[config.mk]
export PLATFORM = sky130hd
export DESIGN_NAME = btn_move_ctrl
export DESIGN_NICKNAME = d
export VERILOG_FILES = /design/src/rtl/btn_move_ctrl.sv
export SDC_FILE = /design/constraint.sdc
export NUM_CORES = 1
export LEC_CHECK = 0
export ABC_AREA = 1
export BUFFER_PORTS_ARGS = -buffer_cell sky130_fd_sc_hd__buf_2
export CAP_MARGIN = 20
export CORE_MARGIN = 5
export CORE_UTILIZATION = 40
export DETAILED_ROUTE_END_ITERATION = 7
export GPL_ROUTABILITY_DRIVEN = 1
export HOLD_SLACK_MARGIN = 0.1
export PLACE_DENSITY = 0.69
export SKIP_LAST_GASP = 1
export SLEW_MARGIN = 40
export SYNTH_ARGS = -nofsm -noshare
export SYNTH_HDL_FRONTEND = slang
export SYNTH_SLANG_ARGS = --single-unit
[constraint.sdc]
create_clock -name clk -period 2.3 [get_ports clk]
set_clock_uncertainty 0.2 [all_clocks]
set_input_delay 0.46 -clock clk [delete_from_list [all_inputs] [get_ports clk]]
set_output_delay 0.46 -clock clk [all_outputs]
set_load 0.02 [all_outputs]
[src/rtl/btn_move_ctrl.sv]
// Debounces four raw push buttons into single-direction moves offered on a valid/ready handshake.
// Latency: a clean press raises move_valid after edge DEBOUNCE_CYCLES+3 (2 sync flops + IDLE + debounce count).
// Backpressure: move_valid and move_dir hold in ISSUE until move_ready; buttons are ignored meanwhile.
module btn_move_ctrl #(
    parameter int unsigned DEBOUNCE_CYCLES = 4
) (
    input  logic        clk,
    input  logic        rst_n,
    input  logic        btn_L,
    input  logic        btn_R,
    input  logic        btn_U,
    input  logic        btn_D,
    input  logic        move_ready,
    output logic        move_valid,
    output logic [1:0]  move_dir,
    output logic [15:0] move_count,
    output logic        reject
);

    typedef enum logic [1:0] {
        IDLE         = 2'd0,
        DEBOUNCE     = 2'd1,
        ISSUE        = 2'd2,
        WAIT_RELEASE = 2'd3
    } state_t;

    localparam logic [15:0] CNT_LAST = 16'(DEBOUNCE_CYCLES - 1);

    state_t      state;
    logic [15:0] cnt;
    logic [3:0]  sync1;
    logic [3:0]  sync2;
    logic [3:0]  btn_raw;
    logic [3:0]  dir_mask;
    logic [1:0]  dir_enc;
    logic        any_btn;
    logic        one_btn;
    logic        other_btn;

    // Bit index equals the direction code: 0=L, 1=R, 2=U, 3=D.
    assign btn_raw = {btn_D, btn_U, btn_R, btn_L};

    always_ff @(posedge clk or negedge rst_n) begin
        if (!rst_n) begin
            sync1 <= 4'd0;
            sync2 <= 4'd0;
        end else begin
            sync1 <= btn_raw;
            sync2 <= sync1;
        end
    end

    assign any_btn   = |sync2;
    assign one_btn   = any_btn && ((sync2 & (sync2 - 4'd1)) == 4'd0);
    assign dir_mask  = 4'd1 << move_dir;
    assign other_btn = |(sync2 & ~dir_mask);

    always_comb begin
        dir_enc = 2'd0;
        case (sync2)
            4'b0010: dir_enc = 2'd1;
            4'b0100: dir_enc = 2'd2;
            4'b1000: dir_enc = 2'd3;
            default: dir_enc = 2'd0;
        endcase
    end

    always_ff @(posedge clk or negedge rst_n) begin
        if (!rst_n) begin
            state      <= WAIT_RELEASE;
            cnt        <= 16'd0;
            move_valid <= 1'b0;
            move_dir   <= 2'd0;
            move_count <= 16'd0;
            reject     <= 1'b0;
        end else begin
            reject <= 1'b0;
            case (state)
                IDLE: begin
                    if (one_btn) begin
                        move_dir <= dir_enc;
                        cnt      <= 16'd0;
                        state    <= DEBOUNCE;
                    end else if (any_btn) begin
                        reject <= 1'b1;
                        cnt    <= 16'd0;
                        state  <= WAIT_RELEASE;
                    end
                end
                DEBOUNCE: begin
                    if (other_btn) begin
                        reject <= 1'b1;
                        cnt    <= 16'd0;
                        state  <= WAIT_RELEASE;
                    end else if (sync2 == dir_mask) begin
                        if (cnt == CNT_LAST) begin
                            state      <= ISSUE;
                            move_valid <= 1'b1;
                        end else begin
                            cnt <= cnt + 16'd1;
                        end
                    end else begin
                        state <= IDLE;
                    end
                end
                ISSUE: begin
                    if (move_ready) begin
                        move_count <= move_count + 16'd1;
                        move_valid <= 1'b0;
                        cnt        <= 16'd0;
                        state      <= WAIT_RELEASE;
                    end
                end
                WAIT_RELEASE: begin
                    // Any activity restarts the quiet period, so a held button never re-arms.
                    if (any_btn) begin
                        cnt <= 16'd0;
                    end else if (cnt == CNT_LAST) begin
                        state <= IDLE;
                    end else begin
                        cnt <= cnt + 16'd1;
                    end
                end
                default: begin
                    state      <= WAIT_RELEASE;
                    cnt        <= 16'd0;
                    move_valid <= 1'b0;
                end
            endcase
        end
    end

endmodule

==> report_table.html, run 1 <==
<table>
<tr><th>Metric</th><th>Value</th></tr>
<tr><th colspan="2">Pwr</th></tr>
<tr><td>Leakage</td><td>1.59 nW</td></tr>
<tr><td>Psw</td><td>0.935 mW</td></tr>
<tr><td>Sequential group share of total power</td><td>44.6%</td></tr>
<tr><td>Switching Fraction</td><td>between 30% and 40%</td></tr>
<tr><td>PwrDens</td><td>784 nW/µm²</td></tr>
<tr><td>Worst vdd rail ir drop</td><td>0.000490 V</td></tr>
<tr><td>Clock power frac</td><td>20.5%</td></tr>
<tr><td>Combinational group share of total power</td><td>34.9%</td></tr>
<tr><td>Internal Pwr Total</td><td>about 1.4 mW</td></tr>
<tr><th colspan="2">Layout</th></tr>
<tr><td>Ratio of cells with drive above 1 in the final layout</td><td>15.5%</td></tr>
<tr><td>P&amp;R area growth vs syn</td><td>14.3%</td></tr>
<tr><td># nets final</td><td>387</td></tr>
<tr><td>Most common cell after layout, fill and taps aside</td><td>sky130_fd_sc_hd__nand2_1</td></tr>
<tr><td>N_diodes</td><td>0</td></tr>
<tr><td>Final design area excluding fillers</td><td>3020 µm²</td></tr>
<tr><td>FILL cells</td><td>646</td></tr>
<tr><td>Leading cell types in the layout, fill and taps excluded</td><td>sky130_fd_sc_hd__nand2_1 (88), sky130_fd_sc_hd__inv_1 (51), sky130_fd_sc_hd__dfrtp_1 (44), sky130_fd_sc_hd__nor2_1 (34)</td></tr>
<tr><th colspan="2">Logic synthesis</th></tr>
<tr><td>Synth Area per Inst</td><td>7.86 µm²</td></tr>
<tr><td>Proportion of synthesized flip-flops having asynchronous set or reset</td><td>between 90% and 100%</td></tr>
<tr><td>Synth top area cells</td><td>sky130_fd_sc_hd__dfrtp_1 (42%), sky130_fd_sc_hd__nand2_1 (13%), sky130_fd_sc_hd__inv_1 (7.3%)</td></tr>
<tr><td>Area share of the largest cell type after synthesis</td><td>41.7%</td></tr>
<tr><td>Netlist area before placement</td><td>2640 µm²</td></tr>
<tr><td>Number of cells produced by synthesis</td><td>336</td></tr>
<tr><td>Most area-hungry cell type in the Yosys netlist</td><td>sky130_fd_sc_hd__dfrtp_1</td></tr>
<tr><td>Number of synthesized flops with an enable pin</td><td>0</td></tr>
<tr><td>Warning count from the yosys run</td><td>0</td></tr>
<tr><td>Register bit count reported by yosys</td><td>46</td></tr>
<tr><td>Share of the yosys chip area belonging to registers</td><td>a little over two fifths</td></tr>
<tr><td>Net Count, Synth</td><td>349</td></tr>
<tr><td>Top_reg_cell synth</td><td>sky130_fd_sc_hd__dfrtp_1</td></tr>
<tr><td>Number of library cell types mapped by synthesis</td><td>37</td></tr>
<tr><th colspan="2">Floorplan</th></tr>
<tr><td>Number of placement rows</td><td>29</td></tr>
<tr><td>IO Pins</td><td>27</td></tr>
<tr><td>Width of the die</td><td>roughly 90 µm</td></tr>
<tr><td>Initial core utilization</td><td>41.3%</td></tr>
<tr><td>Core Area</td><td>about 6400 µm²</td></tr>
<tr><td>Die area</td><td>between 8000 and 9000 µm²</td></tr>
<tr><td>Height of the die</td><td>91.2 µm</td></tr>
<tr><th colspan="2">Timing</th></tr>
<tr><td>Number of max-slew violations in the final report</td><td>0</td></tr>
<tr><td>Count of endpoints failing setup in the final report</td><td>0</td></tr>
<tr><td>Final total negative setup slack</td><td>0 ns</td></tr>
<tr><td>Final period utilization</td><td>between 90% and 100%</td></tr>
<tr><td>Post-route setup slack</td><td>approximately 0.20 ns</td></tr>
<tr><td>Number of hold violations in the final report</td><td>0</td></tr>
<tr><td>Worst slew slack as a fraction of its limit</td><td>62.5%</td></tr>
<tr><td>Pin slew with the least headroom to its limit</td><td>roughly 0.56 ns</td></tr>
<tr><td>RSZ-0062 raised after global routing</td><td>no</td></tr>
<tr><td>Timing-limited maximum frequency</td><td>476 MHz</td></tr>
<tr><td>Final period demand of the worst path</td><td>2.10 ns</td></tr>
<tr><th colspan="2">Clocking</th></tr>
<tr><td>Cell at the root of the clock tree</td><td>sky130_fd_sc_hd__clkbuf_8</td></tr>
<tr><td>Postcts setup bufs</td><td>0</td></tr>
<tr><td>Clock latency at the later pin of the worst-skew pair</td><td>0.30 ns</td></tr>
<tr><td>Number of H-tree levels</td><td>2</td></tr>
<tr><td>Clock Tree Buf Depth</td><td>2</td></tr>
<tr><td>CTS tree</td><td>yes</td></tr>
<tr><td>Register clock-pin slew on the reported worst setup and hold paths</td><td>0.09 ns</td></tr>
<tr><td>Clock sink count</td><td>46</td></tr>
<tr><td>Number of buffers inserted during clock tree synthesis</td><td>5</td></tr>
<tr><th colspan="2">Placement</th></tr>
<tr><td>Count of input and output buffers</td><td>26</td></tr>
<tr><td>Routability Congestion</td><td>0.831</td></tr>
<tr><td>Placed inst area</td><td>~2900 µm²</td></tr>
<tr><td>Setup WS pre-CTS</td><td>0.219 ns</td></tr>
<tr><td>Post-DP HPWL</td><td>3870 µm</td></tr>
<tr><th colspan="2">Worst hold path</th></tr>
<tr><td>Hold Path Class</td><td>register to register</td></tr>
<tr><th colspan="2">Setup path</th></tr>
<tr><td>Critical path buffer and inverter count</td><td>3</td></tr>
<tr><td>Critical path class</td><td>register to register</td></tr>
<tr><td>Most frequent cell on the critical path</td><td>sky130_fd_sc_hd__nand2_1</td></tr>
<tr><td>Critical path cell sequence</td><td>inv_1 &gt; nand2_1 &gt; ha_1 &gt; inv_1 &gt; nand2_1 &gt; nor2_4 &gt; nand2_1 &gt; nor2_1 &gt; nor2_2 &gt; buf_12 &gt; nand2_2 &gt; o21ai_1 &gt; and2_1</td></tr>
<tr><td>Max stage delay on crit path</td><td>0.42 ns</td></tr>
<tr><td>Data required, critical path</td><td>2.28 ns</td></tr>
<tr><td>Crit start category</td><td>register</td></tr>
<tr><td>Critical path's top delay family</td><td>simple AND/OR/NAND/NOR gates</td></tr>
<tr><td>Data arrival time of the critical path</td><td>2.08 ns</td></tr>
<tr><td>Slowest stage cell, crit path</td><td>sky130_fd_sc_hd__dfrtp_1</td></tr>
<tr><td>Endpoint type of the worst setup path</td><td>register</td></tr>
<tr><td>Maximum fanout count along the critical path</td><td>20</td></tr>
<tr><th colspan="2">Flow run</th></tr>
<tr><td>Max-cap violations</td><td>0</td></tr>
<tr><th colspan="2">Detailed routing</th></tr>
<tr><td>Detailed-route vias per instance</td><td>4.85</td></tr>
<tr><td>Routed length per placed instance</td><td>11.7 µm</td></tr>
<tr><td>DRC violations left</td><td>0</td></tr>
<tr><td>Number of detailed-route iterations in the first pass</td><td>4</td></tr>
<tr><td>Via count</td><td>2190</td></tr>
<tr><td>Number of routed nets with antenna violations</td><td>0</td></tr>
<tr><td>Iter 0 DRT Violations</td><td>roughly 190</td></tr>
<tr><td>Detailed Route WL</td><td>approximately 5300 µm</td></tr>
<tr><th colspan="2">Global route</th></tr>
<tr><td>Maximum number of pins on one net before global-route repair</td><td>47</td></tr>
<tr><td>Wire length of the first global-routing pass</td><td>9370 µm</td></tr>
<tr><td>Total global routing track utilization</td><td>a little over an eighth</td></tr>
<tr><td>Remaining global-route overflow</td><td>0</td></tr>
<tr><td>Via count of the first global-routing pass</td><td>slightly above 2000</td></tr>
<tr><td>Antenna violations before repair</td><td>0</td></tr>
<tr><th colspan="2">Status</th></tr>
<tr><td>Result of the run</td><td>finished, final reports clean</td></tr>
</table>
[metal layers]
metal / routed length, µm / vias to the layer above / global-route usage (%)
li1: - / 1140 / -
met1: 2580 / 1002 / 18.3
met2: 2410 / 43 / 21.3
met3: 238 / 5 / 2.81
met4: 46 / 0 / 3.30
met5: 0 / - / 0
[final timing paths]
kind | startpoint | endpoint | slack [ns] | depth (start not counted)
worst min register to register | sync1[0] | sync2[0] | 0.15 | 0
max in group asynchronous | rst_n | cnt[11] | 0.93 | 3
worst max register to register | move_dir[1] | cnt[7] | 0.20 | 13
min in group asynchronous | rst_n | move_count[4] | 0.58 | 3
worst min-delay path | sync1[0] | sync2[0] | 0.15 | 0
worst max-delay path | move_dir[1] | cnt[7] | 0.20 | 13
[cell families after synthesis]
| family | synth area share [%] |
|---|---|
| AOI/OAI and AO/OA | 5.88 |
| xor gates and xnor gates | 5.31 |
| adders and majority gates | 2.84 |
| buffers and inverters | 8.15 |
| DFF | 43.7 |
| and+or+nand+nor | 34.1 |
[flip-flops by register name, summed over array words and instances (netlist names)]
name and count:
move_dir 2, cnt 16, sync2 4, sync1 4
move_count 16, move_valid 1, reject 1, state 2
[synthesized netlist by cell type, types with 2 or more instances]
| cell | count |
|---|---|
| sky130_fd_sc_hd__nand2_1 | 88 |
| sky130_fd_sc_hd__inv_1 | 51 |
| sky130_fd_sc_hd__dfrtp_1 | 44 |
| sky130_fd_sc_hd__nor2_1 | 34 |
| sky130_fd_sc_hd__nand3_1 | 26 |
| sky130_fd_sc_hd__nand4_1 | 13 |
| sky130_fd_sc_hd__o21ai_0 | 10 |
| sky130_fd_sc_hd__xnor2_1 | 8 |
| sky130_fd_sc_hd__xor2_1 | 8 |
| sky130_fd_sc_hd__ha_1 | 6 |
| sky130_fd_sc_hd__nor2_4 | 6 |
| sky130_fd_sc_hd__nor2_2 | 4 |
| sky130_fd_sc_hd__a21oi_1 | 3 |
| sky130_fd_sc_hd__inv_2 | 3 |
| sky130_fd_sc_hd__nor3_1 | 3 |
| sky130_fd_sc_hd__a22oi_1 | 2 |
| sky130_fd_sc_hd__dfstp_2 | 2 |
| sky130_fd_sc_hd__nand2_2 | 2 |
| sky130_fd_sc_hd__nand2_4 | 2 |
| sky130_fd_sc_hd__nand4_4 | 2 |
| sky130_fd_sc_hd__o21ai_1 | 2 |
| sky130_fd_sc_hd__o21bai_1 | 2 |
[through the flow]
step,util (%),hold slack [ns],power (mW),instances
2_1_floorplan,-,-0.0356,1.64,336
3_3_place_gp,45.1,0.134,1.87,439
3_5_place_dp,45.1,0.137,1.90,439
4_1_cts,47.3,0.159,2.40,452
5_1_grt,47.3,0.169,2.56,452
6_report,47.3,0.151,2.37,452
[final cells by class]
class	instances	area, µm²	area share, %
clock buffer	6	72.6	2.40
clock inverter	2	13.8	0.456
inverter	54	203	6.72
multi-input combinational	234	1270	42.1
sequential	46	1150	38.2
tap	77	96.3	3.19
timing repair buffer	33	208	6.88
[repair_timing]
| item | in CTS | in global routing |
|---|---|---|
| hold buffers | 5 | 0 |
| resized for setup | 0 | 0 |
| endpoints found under the hold margin | 48 | 0 |
[power groups by stage]
stage          combinational, mW  clock (mW)  sequential, mW
2_1_floorplan              0.492           0            1.15
3_3_place_gp               0.808           0            1.07
3_5_place_dp               0.832           0            1.07
4_1_cts                    0.839       0.508            1.06
5_1_grt                    0.945       0.541            1.07
6_report                   0.827       0.485            1.05
(Power assumes the default switching activity.)
==> run 2, diff against run 1 <==
Settings changed: CELL_PAD_IN_SITES_DETAIL_PLACEMENT set to 0, CELL_PAD_IN_SITES_GLOBAL_PLACEMENT set to 2, CORE_UTILIZATION 40 to 35, PLACE_DENSITY 0.69 to 0.91.
==> report_table.html, run 2 (synthesized netlist as in run 1, its figures left out) <==
<table>
<tr><th>Metric</th><th>Value</th></tr>
<tr><th colspan="2">Pwr</th></tr>
<tr><td>Internal Pwr Total</td><td>1.48 mW (+3.7%)</td></tr>
<tr><td>Switching Fraction</td><td>39.3% (-0.26 points)</td></tr>
<tr><td>Total design power</td><td>2.44 mW (+3.3%)</td></tr>
<tr><td>Leakage</td><td>1.61 nW (+1.5%)</td></tr>
<tr><td>Sequential group share of total power</td><td>42.9% (-1.7 points)</td></tr>
<tr><td>PwrDens</td><td>792 nW/µm² (+1.1%)</td></tr>
<tr><td>Clock power frac</td><td>22.0% (+1.5 points)</td></tr>
<tr><td>Worst vdd rail ir drop</td><td>0.000384 V (-22%)</td></tr>
<tr><td>Psw</td><td>0.960 mW (+2.6%)</td></tr>
<tr><td>Combinational group share of total power</td><td>35.1% (+0.2 points)</td></tr>
<tr><th colspan="2">Setup path</th></tr>
<tr><td>Data arrival time of the critical path</td><td>2.13 ns (+0.05 ns)</td></tr>
<tr><td>Critical path cell sequence</td><td>inv_1 &gt; nand2_1 &gt; ha_1 &gt; nand4_1 &gt; nand2_1 &gt; nor2_1 &gt; nor2_2 &gt; buf_12 &gt; nand2_2 &gt; inv_2 &gt; nand2_1 &gt; a21boi_1</td></tr>
<tr><td>Max stage delay on crit path</td><td>0.42 ns (about the same)</td></tr>
<tr><td>Endpoint type of the worst setup path</td><td>register</td></tr>
<tr><td>Critical path class</td><td>register to register</td></tr>
<tr><td>Slowest stage cell, crit path</td><td>sky130_fd_sc_hd__dfrtp_1</td></tr>
<tr><td>Worst setup path start</td><td>move_dir[0]</td></tr>
<tr><td>Data required, critical path</td><td>2.33 ns (+0.05 ns)</td></tr>
<tr><td>Critical path's top delay family</td><td>simple AND/OR/NAND/NOR gates</td></tr>
<tr><td>Critical path buffer and inverter count</td><td>3 (unchanged)</td></tr>
<tr><td>Maximum fanout count along the critical path</td><td>20 (unchanged)</td></tr>
<tr><td>Reg-to-Reg Start</td><td>move_dir[0]</td></tr>
<tr><td>Crit start category</td><td>register</td></tr>
<tr><td>Most frequent cell on the critical path</td><td>sky130_fd_sc_hd__nand2_1</td></tr>
<tr><th colspan="2">Global route</th></tr>
<tr><td>Remaining global-route overflow</td><td>0 (unchanged)</td></tr>
<tr><td>Via count of the first global-routing pass</td><td>2123 (+3.0%)</td></tr>
<tr><td>Maximum number of pins on one net before global-route repair</td><td>23 (-51%)</td></tr>
<tr><td>Wire length of the first global-routing pass</td><td>9830 µm (+4.9%)</td></tr>
<tr><td>Total global routing track utilization</td><td>12.4% (-0.88 points)</td></tr>
<tr><td>Antenna violations before repair</td><td>0 (unchanged)</td></tr>
<tr><th colspan="2">Detailed routing</th></tr>
<tr><td>Iter 0 DRT Violations</td><td>121 (-35%)</td></tr>
<tr><td>Detailed-route vias per instance</td><td>4.53 (-6.4%)</td></tr>
<tr><td>Number of detailed-route iterations in the first pass</td><td>4 (unchanged)</td></tr>
<tr><td>Via count</td><td>2167 (-1.1%)</td></tr>
<tr><td>Detailed Route WL</td><td>5700 µm (+8.1%)</td></tr>
<tr><td>DRC violations left</td><td>0 (unchanged)</td></tr>
<tr><td>Number of routed nets with antenna violations</td><td>0 (unchanged)</td></tr>
<tr><td>Routed length per placed instance</td><td>11.9 µm (+2.3%)</td></tr>
<tr><th colspan="2">Clocking</th></tr>
<tr><td>CTS tree</td><td>yes</td></tr>
<tr><td>Number of H-tree levels</td><td>2 (unchanged)</td></tr>
<tr><td>Clock Tree Buf Depth</td><td>2 (unchanged)</td></tr>
<tr><td>Count of cells resized by post-cts repair</td><td>0 (unchanged)</td></tr>
<tr><td>Number of buffers inserted during clock tree synthesis</td><td>5 (unchanged)</td></tr>
<tr><td>Register clock-pin slew on the reported worst setup and hold paths</td><td>0.09 ns (about the same)</td></tr>
<tr><td>Clock latency at the later pin of the worst-skew pair</td><td>0.30 ns (about the same)</td></tr>
<tr><td>Clock sink count</td><td>46 (unchanged)</td></tr>
<tr><td>Cell at the root of the clock tree</td><td>sky130_fd_sc_hd__clkbuf_8</td></tr>
<tr><th colspan="2">Timing</th></tr>
<tr><td>Count of endpoints failing setup in the final report</td><td>0 (unchanged)</td></tr>
<tr><td>Post-route setup slack</td><td>0.203 ns (+0.00167 ns)</td></tr>
<tr><td>Pin slew with the least headroom to its limit</td><td>0.487 ns (-0.0763 ns)</td></tr>
<tr><td>Timing-limited maximum frequency</td><td>477 MHz (about the same)</td></tr>
<tr><td>Final-layout worst hold slack</td><td>0.156 ns (+0.00490 ns)</td></tr>
<tr><td>Number of hold violations in the final report</td><td>0 (unchanged)</td></tr>
<tr><td>Worst slew slack as a fraction of its limit</td><td>67.5% (+5.1 points)</td></tr>
<tr><td>Final period utilization</td><td>91.2% (about the same)</td></tr>
<tr><td>Number of max-slew violations in the final report</td><td>0 (unchanged)</td></tr>
<tr><td>Final period demand of the worst path</td><td>2.10 ns (-0.00167 ns)</td></tr>
<tr><th colspan="2">Placement</th></tr>
<tr><td>Post-Place Cells</td><td>462 (+5.2%)</td></tr>
<tr><td>Setup WS pre-CTS</td><td>0.202 ns (-0.0166 ns)</td></tr>
<tr><td>Post-DP HPWL</td><td>4360 µm (+13%)</td></tr>
<tr><td>Routability Congestion</td><td>0.812 (-2.3%)</td></tr>
<tr><td>Placed inst area</td><td>2920 µm² (+1.2%)</td></tr>
<tr><td>Count of input and output buffers</td><td>26 (unchanged)</td></tr>
<tr><th colspan="2">Layout</th></tr>
<tr><td>P&amp;R area growth vs syn</td><td>16.8%</td></tr>
<tr><td>Final design area excluding fillers</td><td>3080 µm² (+2.2%)</td></tr>
<tr><td># nets final</td><td>391 (+1.0%)</td></tr>
<tr><td>Ratio of cells with drive above 1 in the final layout</td><td>16.4% (+0.89 points)</td></tr>
<tr><td>Leading cell types in the layout, fill and taps excluded</td><td>sky130_fd_sc_hd__nand2_1 (88), sky130_fd_sc_hd__inv_1 (51), sky130_fd_sc_hd__dfrtp_1 (44), sky130_fd_sc_hd__nor2_1 (34)</td></tr>
<tr><td>Total area of multi-input combinational cells</td><td>1270 µm² (unchanged)</td></tr>
<tr><td>Largest registers</td><td>cnt: 16 flops, move_count: 16 flops</td></tr>
<tr><td>Number of non-filler instances in the completed layout</td><td>478 (+5.8%)</td></tr>
<tr><td>Most common cell after layout, fill and taps aside</td><td>sky130_fd_sc_hd__nand2_1</td></tr>
<tr><td>N_diodes</td><td>0 (unchanged)</td></tr>
<tr><td>FILL cells</td><td>800 (+24%)</td></tr>
<tr><td>Sequential cell area in the final layout</td><td>1150 µm² (unchanged)</td></tr>
<tr><th colspan="2">Worst hold path</th></tr>
<tr><td>Hold_sp</td><td>sync1[0]</td></tr>
<tr><td>Hold Path Class</td><td>register to register</td></tr>
<tr><th colspan="2">Floorplan</th></tr>
<tr><td>Height of the die</td><td>96.9 µm (+6.1%)</td></tr>
<tr><td>Number of placement rows</td><td>31 (+6.9%)</td></tr>
<tr><td>Width of the die</td><td>96.9 µm (+6.1%)</td></tr>
<tr><td>IO Pins</td><td>27 (unchanged)</td></tr>
<tr><td>Die area</td><td>9380 µm² (+13%)</td></tr>
<tr><td>Initial core utilization</td><td>36.2% (-5.1 points)</td></tr>
<tr><td>Core Area</td><td>7290 µm² (+14%)</td></tr>
<tr><th colspan="2">Status</th></tr>
<tr><td>Result of the run</td><td>finished, final reports clean</td></tr>
<tr><th colspan="2">Flow run</th></tr>
<tr><td>Max-cap violations</td><td>0 (unchanged)</td></tr>
</table>
## run 2: path summary, 6_finish.rpt
path | endpoint | slack (ns) | cells past startpoint
worst max register to register | cnt[11] | 0.20 | 12
worst min register to register | sync2[0] | 0.16 | 0
worst max-delay path | cnt[11] | 0.20 | 12
max in group asynchronous | cnt[5] | 0.87 | 3
worst min-delay path | sync2[0] | 0.16 | 0
min in group asynchronous | move_count[15] | 0.44 | 2
## run 2: timing repair
| action | 4_1_cts | 5_1_grt |
|---|---|---|
| endpoints found under the hold margin | 22 | 0 |
| hold buffers | 5 | 0 |
| buffers inserted | 0 | 3 |
| endpoints found under the setup margin | 0 | 5 |
## run 2: layout make-up
| type | instances | area share [%] |
|---|---|---|
| clock buffer | 7 | 2.80 |
| clock inverter | 1 | 0.284 |
| inverter | 54 | 6.57 |
| multi-input combinational | 234 | 41.2 |
| sequential | 46 | 37.4 |
| tap | 99 | 4.02 |
| timing repair buffer | 37 | 7.71 |
## run 2: per-stage QoR
stage           TNS, ns  util [%]
2_1_floorplan         0         -
3_3_place_gp          0      40.0
3_5_place_dp          0      40.0
4_1_cts               0      42.0
5_1_grt        -0.00147      42.3
6_report              0      42.3
## run 2: power groups by stage
| stage | logic (mW) | clock network, mW | registers, mW |
|---|---|---|---|
| global placement | 0.833 | 0 | 1.07 |
| CTS | 0.853 | 0.554 | 1.05 |
| finish | 0.857 | 0.538 | 1.05 |
| global route | 0.976 | 0.581 | 1.07 |
| floorplan | 0.492 | 0 | 1.15 |
| detailed placement | 0.842 | 0 | 1.07 |
## run 2: per-layer routing
layer	share of wire [%]	vias to the layer above	global-route usage [%]
li1	-	1148	-
met1	51	979	16.7
met2	45	36	20.1
met3	3.5	4	2.88
met4	0.77	0	3.24
met5	0	-	0
## run 2: worst register-to-register path: cells and delay by family (launching register included)
family / cells / cell delay, ns
AND/OR/NAND/NOR: 7 / 0.64
flip-flops: 1 / 0.42
buffers and inverters: 3 / 0.36
adder cells (fa/ha/maj): 1 / 0.28
AO/OA/AOI/OAI: 1 / 0.13
